===== src/rtl/pipe_pkg.sv =====
// Shared types for the pipe_issuer slice: default widths, issuer FSM states, operand quadruple.
// The operand struct is sized from W_DEF, so the issuer's W parameter must stay equal to W_DEF.
package pipe_pkg;

  localparam int W_DEF   = 32;
  localparam int LAT_DEF = 2;

  typedef enum logic [1:0] {
    IDLE  = 2'd0,
    ISSUE = 2'd1,
    DRAIN = 2'd2
  } state_t;

  typedef struct packed {
    logic [W_DEF-1:0] a1;
    logic [W_DEF-1:0] b1;
    logic [W_DEF-1:0] a2;
    logic [W_DEF-1:0] b2;
  } op_t;

endpackage


===== src/rtl/pipe_issuer_if.sv =====
// Upstream operand-quadruple handshake into pipe_issuer; in_ready depends only on FIFO fullness.
interface pipe_issuer_if #(
  parameter int W = pipe_pkg::W_DEF
);

  logic         in_valid;
  logic         in_ready;
  logic [W-1:0] in_a1;
  logic [W-1:0] in_b1;
  logic [W-1:0] in_a2;
  logic [W-1:0] in_b2;

  modport master (
    output in_valid, in_a1, in_b1, in_a2, in_b2,
    input  in_ready
  );

  modport slave (
    input  in_valid, in_a1, in_b1, in_a2, in_b2,
    output in_ready
  );

endinterface


===== src/rtl/pipe_fifo.sv =====
// Synchronous DEPTH x DW FIFO, head visible combinationally; push ignored when full, pop when empty.
// Pointers carry one extra wrap bit so full and empty are told apart without a counter.
module pipe_fifo #(
  parameter int DW    = 128,
  parameter int DEPTH = 4
) (
  input  logic                     clk,
  input  logic                     rst,
  input  logic                     push,
  input  logic [DW-1:0]            wr_dat,
  input  logic                     pop,
  output logic [DW-1:0]            rd_dat,
  output logic                     full,
  output logic                     empty,
  output logic [$clog2(DEPTH):0]   level
);

  localparam int AW = $clog2(DEPTH);

  logic [DW-1:0] mem_q [DEPTH];
  logic [AW:0]   wr_ptr_q, wr_ptr_d;
  logic [AW:0]   rd_ptr_q, rd_ptr_d;
  logic          push_ok, pop_ok;

  assign full    = (wr_ptr_q[AW] != rd_ptr_q[AW]) && (wr_ptr_q[AW-1:0] == rd_ptr_q[AW-1:0]);
  assign empty   = (wr_ptr_q == rd_ptr_q);
  assign level   = wr_ptr_q - rd_ptr_q;
  assign rd_dat  = mem_q[rd_ptr_q[AW-1:0]];
  assign push_ok = push && !full;
  assign pop_ok  = pop && !empty;

  always_comb begin
    wr_ptr_d = wr_ptr_q + {{AW{1'b0}}, push_ok};
    rd_ptr_d = rd_ptr_q + {{AW{1'b0}}, pop_ok};
  end

  always_ff @(posedge clk) begin
    if (rst) begin
      wr_ptr_q <= '0;
      rd_ptr_q <= '0;
    end else begin
      wr_ptr_q <= wr_ptr_d;
      rd_ptr_q <= rd_ptr_d;
    end
  end

  // Storage needs no reset: entries are only read between a push and its pop.
  always_ff @(posedge clk) begin
    if (push_ok) begin
      mem_q[wr_ptr_q[AW-1:0]] <= wr_dat;
    end
  end

endmodule


===== src/rtl/pipe_issuer.sv =====
// Buffers operand quadruples, issues one per clock to the MAC pipeline, captures results LAT+2 edges
// after acceptance into an empty FIFO; upstream stalls only on a full FIFO, results never stall.
module pipe_issuer
  import pipe_pkg::*;
#(
  parameter int W     = W_DEF,
  parameter int DEPTH = 4,
  parameter int LAT   = LAT_DEF
) (
  input  logic          clk,
  input  logic          rst,
  pipe_issuer_if.slave  up,
  input  logic          issue_hold,
  output logic [W-1:0]  pipe_a1,
  output logic [W-1:0]  pipe_b1,
  output logic [W-1:0]  pipe_a2,
  output logic [W-1:0]  pipe_b2,
  input  logic [W-1:0]  pipe_c,
  output logic          res_valid,
  output logic [W-1:0]  res_c,
  output logic [15:0]   res_count,
  output logic          busy
);

  localparam int LW = $clog2(DEPTH) + 1;

  op_t           wr_op, head_op;
  op_t           pipe_q, pipe_d;
  logic          full, empty, push, pop;
  logic [LW-1:0] level;

  // Bit 0 marks valid operands on pipe_*; bit k marks work k cycles into the pipeline.
  logic [LAT:0]  vsr_q, vsr_d;
  logic          res_valid_q, res_valid_d;
  logic [W-1:0]  res_c_q, res_c_d;
  logic [15:0]   res_count_q, res_count_d;
  state_t        state_q, state_d;

  assign up.in_ready = !full;
  assign push        = up.in_valid && !full;
  assign pop         = !empty && !issue_hold;
  assign wr_op       = {up.in_a1, up.in_b1, up.in_a2, up.in_b2};

  pipe_fifo #(
    .DW    ($bits(op_t)),
    .DEPTH (DEPTH)
  ) u_fifo (
    .clk    (clk),
    .rst    (rst),
    .push   (push),
    .wr_dat (wr_op),
    .pop    (pop),
    .rd_dat (head_op),
    .full   (full),
    .empty  (empty),
    .level  (level)
  );

  always_comb begin
    pipe_d      = pop ? head_op : '0;
    vsr_d       = {vsr_q[LAT-1:0], pop};
    res_valid_d = vsr_q[LAT];
    res_c_d     = vsr_q[LAT] ? pipe_c : res_c_q;
    res_count_d = res_count_q + {15'd0, vsr_q[LAT]};
  end

  always_ff @(posedge clk) begin
    if (rst) begin
      pipe_q      <= '0;
      vsr_q       <= '0;
      res_valid_q <= 1'b0;
      res_c_q     <= '0;
      res_count_q <= '0;
      state_q     <= IDLE;
    end else begin
      pipe_q      <= pipe_d;
      vsr_q       <= vsr_d;
      res_valid_q <= res_valid_d;
      res_c_q     <= res_c_d;
      res_count_q <= res_count_d;
      state_q     <= state_d;
    end
  end

  // DRAIN is left only once vsr was already clear, so busy spans the capture cycle.
  always_comb begin
    state_d = state_q;
    unique case (state_q)
      IDLE:    if (push) state_d = ISSUE;
      ISSUE:   if (pop && !push && (level == LW'(1))) state_d = DRAIN;
      DRAIN: begin
        if (push)               state_d = ISSUE;
        else if (vsr_q == '0)   state_d = IDLE;
      end
      default: state_d = IDLE;
    endcase
  end

  always_comb begin
    busy = (state_q != IDLE);
  end

  assign pipe_a1   = pipe_q.a1;
  assign pipe_b1   = pipe_q.b1;
  assign pipe_a2   = pipe_q.a2;
  assign pipe_b2   = pipe_q.b2;
  assign res_valid = res_valid_q;
  assign res_c     = res_c_q;
  assign res_count = res_count_q;

endmodule

===== src/flat_wrapper.sv =====
// flat-port wrapper written by rule: the top's interface ports become plain ports
module pipe_issuer_flat import pipe_pkg::*;
#(
  parameter int W     = W_DEF,
  parameter int DEPTH = 4,
  parameter int LAT   = LAT_DEF
)
  (clk, rst, issue_hold, pipe_a1, pipe_b1, pipe_a2, pipe_b2, pipe_c, res_valid, res_c, res_count, busy, up_in_valid, up_in_a1, up_in_b1, up_in_a2, up_in_b2, up_in_ready);
  pipe_issuer_if #(.W(W)) up_i ();
  input  logic clk;
  input  logic rst;
  input  logic issue_hold;
  output logic [W-1:0] pipe_a1;
  output logic [W-1:0] pipe_b1;
  output logic [W-1:0] pipe_a2;
  output logic [W-1:0] pipe_b2;
  input  logic [W-1:0] pipe_c;
  output logic res_valid;
  output logic [W-1:0] res_c;
  output logic [15:0] res_count;
  output logic busy;
  input wire logic [$bits(up_i.in_valid)-1:0] up_in_valid;
  input wire logic [$bits(up_i.in_a1)-1:0] up_in_a1;
  input wire logic [$bits(up_i.in_b1)-1:0] up_in_b1;
  input wire logic [$bits(up_i.in_a2)-1:0] up_in_a2;
  input wire logic [$bits(up_i.in_b2)-1:0] up_in_b2;
  output wire logic [$bits(up_i.in_ready)-1:0] up_in_ready;
  assign up_i.in_valid = up_in_valid;
  assign up_i.in_a1 = up_in_a1;
  assign up_i.in_b1 = up_in_b1;
  assign up_i.in_a2 = up_in_a2;
  assign up_i.in_b2 = up_in_b2;
  assign up_in_ready = up_i.in_ready;
  pipe_issuer #(.W(W), .DEPTH(DEPTH), .LAT(LAT)) u_core (.clk(clk), .rst(rst), .up(up_i), .issue_hold(issue_hold), .pipe_a1(pipe_a1), .pipe_b1(pipe_b1), .pipe_a2(pipe_a2), .pipe_b2(pipe_b2), .pipe_c(pipe_c), .res_valid(res_valid), .res_c(res_c), .res_count(res_count), .busy(busy));
endmodule

===== config.mk =====
export PLATFORM = sky130hd
export DESIGN_NAME = pipe_issuer_flat
export DESIGN_NICKNAME = d
export VERILOG_FILES = /design/src/rtl/pipe_pkg.sv /design/src/rtl/pipe_issuer_if.sv /design/src/rtl/pipe_fifo.sv /design/src/rtl/pipe_issuer.sv /design/src/flat_wrapper.sv
export SDC_FILE = /design/constraint.sdc
export NUM_CORES = 1
export LEC_CHECK = 0
export CAP_MARGIN = 20
export CORE_MARGIN = 2
export CORE_UTILIZATION = 38
export CTS_CLUSTER_SIZE = 30
export DETAILED_ROUTE_END_ITERATION = 8
export DONT_BUFFER_PORTS = 1
export HOLD_SLACK_MARGIN = 0.15
export SLEW_MARGIN = 20
export SYNTH_ARGS = -nofsm -noshare
export SYNTH_HDL_FRONTEND = slang
export SYNTH_SLANG_ARGS = --single-unit

===== constraint.sdc =====
create_clock -name clk -period 14.7 [get_ports clk]
set_input_delay 0.735 -clock clk [delete_from_list [all_inputs] [get_ports clk]]
set_output_delay 0.735 -clock clk [all_outputs]
set_load 0.1 [all_outputs]

== After elaboration in Yosys (flattened, before gate mapping) ==
Memories as Yosys holds them, arrays and structs flattened. A register that Yosys moved wholly into a read port is not among the register bits.
Index checks and enable logic that the tools add are counted.

* Output and inout bits: 179
* Input bits: 164
* Memories: 1
* Bits in writable memories: 512
* Bits in registers: 60
* Word-level logic and storage cells: 45

* Reductions and logical operators: 16
* Equality and inequality tests: 9
* Muxes and demuxes: 7
* Add/subtract/negate cells: 4
* Bitwise logic cells: 1

{| class="wikitable"
|+ Memory list
! memory !! words !! bits a word !! read ports !! clocked after memory_dff !! write ports !! RTL line !! RTL
|-
| u_core.u_fifo.mem_q || 4 || 128 || 1 || 1 || 1 || pipe_fifo.sv:20 || <nowiki>logic [DW-1:0] mem_q [DEPTH];</nowiki>
|}

{| class="wikitable"
|+ Operator list
! cell !! number
|-
| $add 16x1->16 || 1
|-
| $mux 2 || 4
|-
| $logic_and 1x1->1 || 7
|-
| $add 3x1->3 || 2
|-
| $pmux 2 s3 || 1
|-
| $logic_not 1->1 || 4
|-
| $ne 2x1->1 const B || 2
|-
| $eq 3x1->1 const B || 1
|-
| $eq 3x3->1 || 1
|-
| $logic_not 3->1 || 1
|-
| $ne 3x1->1 const B || 1
|-
| $reduce_and 3->1 || 1
|-
| $sub 3x3->3 || 1
|-
| $eq 2x1->1 const B || 1
|-
| $eq 2x2->1 || 1
|-
| $eq 2x2->1 const B || 1
|-
| $logic_not 2->1 || 1
|-
| $mux 1 || 2
|-
| $reduce_bool 2->1 || 1
|-
| $reduce_or 2->1 || 1
|-
| $ne 1x1->1 || 1
|-
| $not 1->1 || 1
|}

== Logic depth before layout (Yosys ltp) ==
* Word-level depth: 9
* Depth in mapped cells: 11
* Depth with buffers taken out: 9

== Modules after synthesis ==
From an unflattened synthesis, not the netlist that was laid out.

* Cell total of the unflattened synthesis: 1183
* Area total of the unflattened synthesis: 24415.9 um^2

{| class="wikitable"
|+ Modules (own cells, without submodules)
! module !! seq. area each (um^2) !! cells an instance !! times used !! area an instance (um^2)
|-
| pipe_fifo || 15494.9 || 709 || 1 || 18953.2
|-
| pipe_issuer || 3643.5 || 474 || 1 || 5462.7
|}

== Worst setup path after synthesis ==
OpenSTA, ideal clock, no wires.

* Path kind: reg2reg
* Start point: register u_core.u_fifo.rd_ptr_q[1]
* End point: memory u_core.u_fifo.mem_q[0][0], enable pin
* Arrival time: 10232 ps
* Slack: 3695 ps
* Library setup time: 773 ps
* Period minus slack after synthesis: 11005 ps
* Cell stages (with the launch flop): 8
* Path buffers: 2
* Required time: 13927 ps
* Cell sequence: dfxtp_1 -> buf_2 -> buf_1 -> inv_1 -> ha_1 -> nand2_1 -> o21ai_0 -> nor3_1

* Word-level cells in the longest chain between the ends: 7

{| class="wikitable"
|+ RTL lines
! what !! RTL line !! RTL
|-
| start, declared || pipe_fifo.sv:22 || <nowiki>logic [AW:0] rd_ptr_q, rd_ptr_d;</nowiki>
|-
| start signal, assigned || pipe_fifo.sv:43 || <nowiki>rd_ptr_q <= rd_ptr_d;</nowiki>
|-
| $eq 2x2->1 * || pipe_fifo.sv:25 || <nowiki>assign full = (wr_ptr_q[AW] != rd_ptr_q[AW]) && (wr_ptr_q[AW-1:0] == rd_ptr_q[AW-1:0]);</nowiki>
|-
| $logic_and 1x1->1 * || pipe_fifo.sv:25 ||
|-
| $logic_not 1->1 * || pipe_fifo.sv:29, pipe_issuer.sv:40 ||
|-
| $logic_and 1x1->1 || pipe_issuer.sv:40 || <nowiki>assign push = up.in_valid && !full;</nowiki>
|-
| $logic_and 1x1->1 * || pipe_fifo.sv:29 || <nowiki>assign push_ok = push && !full;</nowiki>
|-
| $mux 1 * || pipe_fifo.sv:49 || <nowiki>if (push_ok) begin</nowiki>
|-
| $mux 1 (implied by the code) * || pipe_fifo.sv:50 || <nowiki>mem_q[wr_ptr_q[AW-1:0]] <= wr_dat;</nowiki>
|-
| end, declared || pipe_fifo.sv:20 ||
|}

Mark *: on every way between the ends. The rest lies on a longest branch, timed or not.

== Worst setup path after layout ==
* Start point: register u_core.u_fifo.rd_ptr_q[0]
* End point: output up_in_ready

* Word-level cells in the longest chain between the ends: 3

{| class="wikitable"
|+ RTL lines
! what !! RTL line !! RTL
|-
| $eq 2x2->1 || pipe_fifo.sv:25 ||
|-
| $logic_and 1x1->1 || pipe_fifo.sv:25 ||
|-
| $logic_not 1->1 || pipe_issuer.sv:39 || <nowiki>assign up.in_ready = !full;</nowiki>
|-
| end, declared || flat_wrapper.sv:27 || <nowiki>output wire logic [$bits(up_i.in_ready)-1:0] up_in_ready;</nowiki>
|}

Every way passes these cells.

==> flow_summary.json <==
{
  "status": "finished clean",
  "crit_required_ns": 13.97,
  "routed-via-count": 10600,
  "start_util_pct": 38.4,
  "ys_ff_latch": 700,
  "area_growth_pct": 14.6,
  "antenna_found_initial": 0,
  "grt_setup_unrepaired": "false",
  "power.leakage_nw": 8.80,
  "tns_ns": 0,
  "peakVddDrop_v": 0.000148,
  "dr.pass1.iters": 5,
  "synth_area_mm2": 0.0242,
  "grt_max_degree": 129,
  "worst_hold_slack_ns": 0.206,
  "synthCells": 1181,
  "slew_viol_final": 0,
  "pin_count": 343,
  "total_power_w": 0.00484,
  "grt_pass1_wl_mm": 71.9,
  "syn_avg_cell_area_um2": 20.5,
  "maxCapViolCount": 0,
  "io_buffers": 0,
  "cts_setup_buffers": 0,
  "hold_path.class": "input port to flop",
  "synth.distinct_cells": 34,
  "fin_crit_sh_pct": 20.8,
  "cp_slowest_cell": "dfxtp_4",
  "yosysSeqAreaShare_pct": 79.0,
  "routedWlPerCell_um": 22.7,
  "vias_per_cell": 4.98,
  "die_x_um": 256,
  "fin_crit_ns": 3.06,
  "ant_nets": 0,
  "synth_warnings": 0,
  "path_clk_slew_ns": 0.06,
  "antennaDiodeCount": 0,
  "cp_top_family": "flip-flops",
  "max_stage_delay_ns": 0.73,
  "worst_pin_slew_ns": 1.13,
  "clkLatencyLatePin_ns": 0.61,
  "fmax_mhz": 327,
  "fin_ws_ns": 11.64,
  "cp_data_arrival_time_ns": 2.32,
  "drt_iter0_markers": 737,
  "crit_path_max_fanout": 27,
  "cts_buffers": 74,
  "hold_violations": 0,
  "startpoint_type": "flop",
  "hpwl_mm": 26.9,
  "core_mm2": 0.0631,
  "design_area_mm2": 0.0278,
  "overflow": 0,
  "rows": 92,
  "p_per_area_mw_per_mm2": 174,
  "crit_type": "flop to output port",
  "grt_use_total_pct": 14.7,
  "drive_above_1_share_pct": 21.4,
  "crit_buf_inv": 0,
  "maxSlewHeadroom_pct": 24.3,
  "skew_ns": 0.0208,
  "critPathCaptureType": "output port",
  "async_reset_ff_share_pct": 0,
  "drcViolationCount": 0,
  "nets": 1390,
  "wl_mm": 48.3,
  "die_area_mm2": 0.0658,
  "syn_nets": 1354,
  "root_buffer": "clkbuf_16",
  "synth_edf_count": 512,
  "cts_tree": "built",
  "ys.flop_type": "edfxtp_1",
  "path_cells": "ha_1 > nand2_1 > or2_2",
  "cts_num_sinks": 700,
  "fp.dieH_um": 256,
  "clk_path_buf_depth": 3,
  "setup_violations": 0,
  "ctsResizeCount": 0,
  "place.gp.congestion": 0.756,
  "grt_pass1_vias": 11100,
  "pre_cts_slack_ns": 11.48,
  "placed_cell_area_mm2": 0.0252,
  "ctsHtreeMaxLevel": 3
}
[per-layer routing]
layer	vias to the layer above	part of all wire (%)	global-route usage, %
met5	-	0	0
met4	0	2.6	5.68
met3	79	8.3	5.59
met2	263	51	24.6
met1	5558	38	17.1
li1	4667	-	-
[cell type report]
type / count / area [um^2]
clock inverter: 44 / 499
fill: 5425 / 35300
multi-input combinational: 418 / 4830
inverter: 8 / 30.0
sequential: 700 / 19100
clock buffer: 93 / 2030
tap: 846 / 1060
timing repair buffer: 15 / 169
[flip-flops by register name, indices dropped and copies added (netlist names)]
name                    cells
u_core.u_fifo.wr_ptr_q      3
u_core.pipe_a2             32
u_core.res_valid            1
u_core.res_count           16
u_core.pipe_b1             32
u_core.u_fifo.mem_q       512
u_core.u_fifo.rd_ptr_q      3
u_core.vsr_q                3
u_core.state_q              2
u_core.pipe_a1             32
u_core.pipe_b2             32
u_core.res_c               32
[kinds of logic (layout without fill, tap and decap cells)]
family | count (synthesis) | count (layout) | synth area share, %
AO/OA/AOI/OAI | 22 | 22 | 0.563
buffers and inverters | 63 | 160 | 1.15
multiplexers | 164 | 164 | 13.4
XOR/XNOR | 7 | 7 | 0.310
adder cells (fa/ha/maj) | 9 | 9 | 0.496
flip-flops | 700 | 700 | 79.0
AND/OR/NAND/NOR | 216 | 216 | 5.07
[where the power goes]
part / total [W] / internal [W] / switching [W]
Sequential: 0.00257 / 0.00224 / 0.000330
Clock: 0.00190 / 0.00114 / 0.000756
Combinational: 0.000375 / 0.000202 / 0.000172
Total: 0.00484 / 0.00358 / 0.00126
[through the flow]
| step | util [%] | std cells |
|---|---|---|
| after detailed placement | 40.0 | 1985 |
| after global placement | 40.0 | 1985 |
| after floorplan | - | 1181 |
| after CTS | 44.0 | 2123 |
| after global routing | 44.0 | 2124 |
| final | 44.0 | 2124 |
[placed cells by master, fill, tap and decap left out, types with 5 or more instances in the layout]
| cell | count |
|---|---|
| buf_4 | 9 |
| nand3_1 | 5 |
| a21oi_1 | 8 |
| bufinv_16 | 9 |
| ha_1 | 8 |
| nor2_1 | 43 |
| mux4_2 | 128 |
| clkbuf_8 | 6 |
| o21ai_0 | 5 |
| clkbuf_16 | 76 |
| inv_6 | 5 |
| nor2b_1 | 141 |
| mux2i_1 | 32 |
| edfxtp_1 | 512 |
| inv_1 | 8 |
| clkbuf_1 | 11 |
| clkinv_1 | 9 |
| clkinv_2 | 14 |
| dfxtp_1 | 184 |
| nand2_1 | 5 |
[Yosys cell counts, drive strengths merged, types with 8 or more instances]
cell type | count | area, um^2
buf | 36 | 176
edfxtp | 512 | 15400
clkbuf | 19 | 71.3
mux4 | 128 | 2880
ha | 8 | 100
inv | 8 | 30.0
a21oi | 8 | 40.0
nor2 | 43 | 161
dfxtp | 188 | 3760
mux2i | 32 | 320
nor2b | 141 | 882
[path summary, 6_finish.rpt]
check / cells past startpoint / to / from / slack [ns]
max: 3 / up_in_ready / u_core.u_fifo.rd_ptr_q[0] / 11.64
min: 1 / u_core.res_count[10] / rst / 0.21
max reg2reg: 4 / u_core.pipe_a1[9] / u_core.u_fifo.rd_ptr_q[0] / 11.66
min reg2reg: 1 / u_core.vsr_q[2] / u_core.vsr_q[1] / 0.46
[repair_timing]
| item | in CTS | in global routing |
|---|---|---|
| hold buffers | 1 | 0 |
| hold endpoints to repair | 2 | 0 |
| setup endpoints to repair | 0 | 0 |
Note: power is estimated with default switching activity, not from simulation.
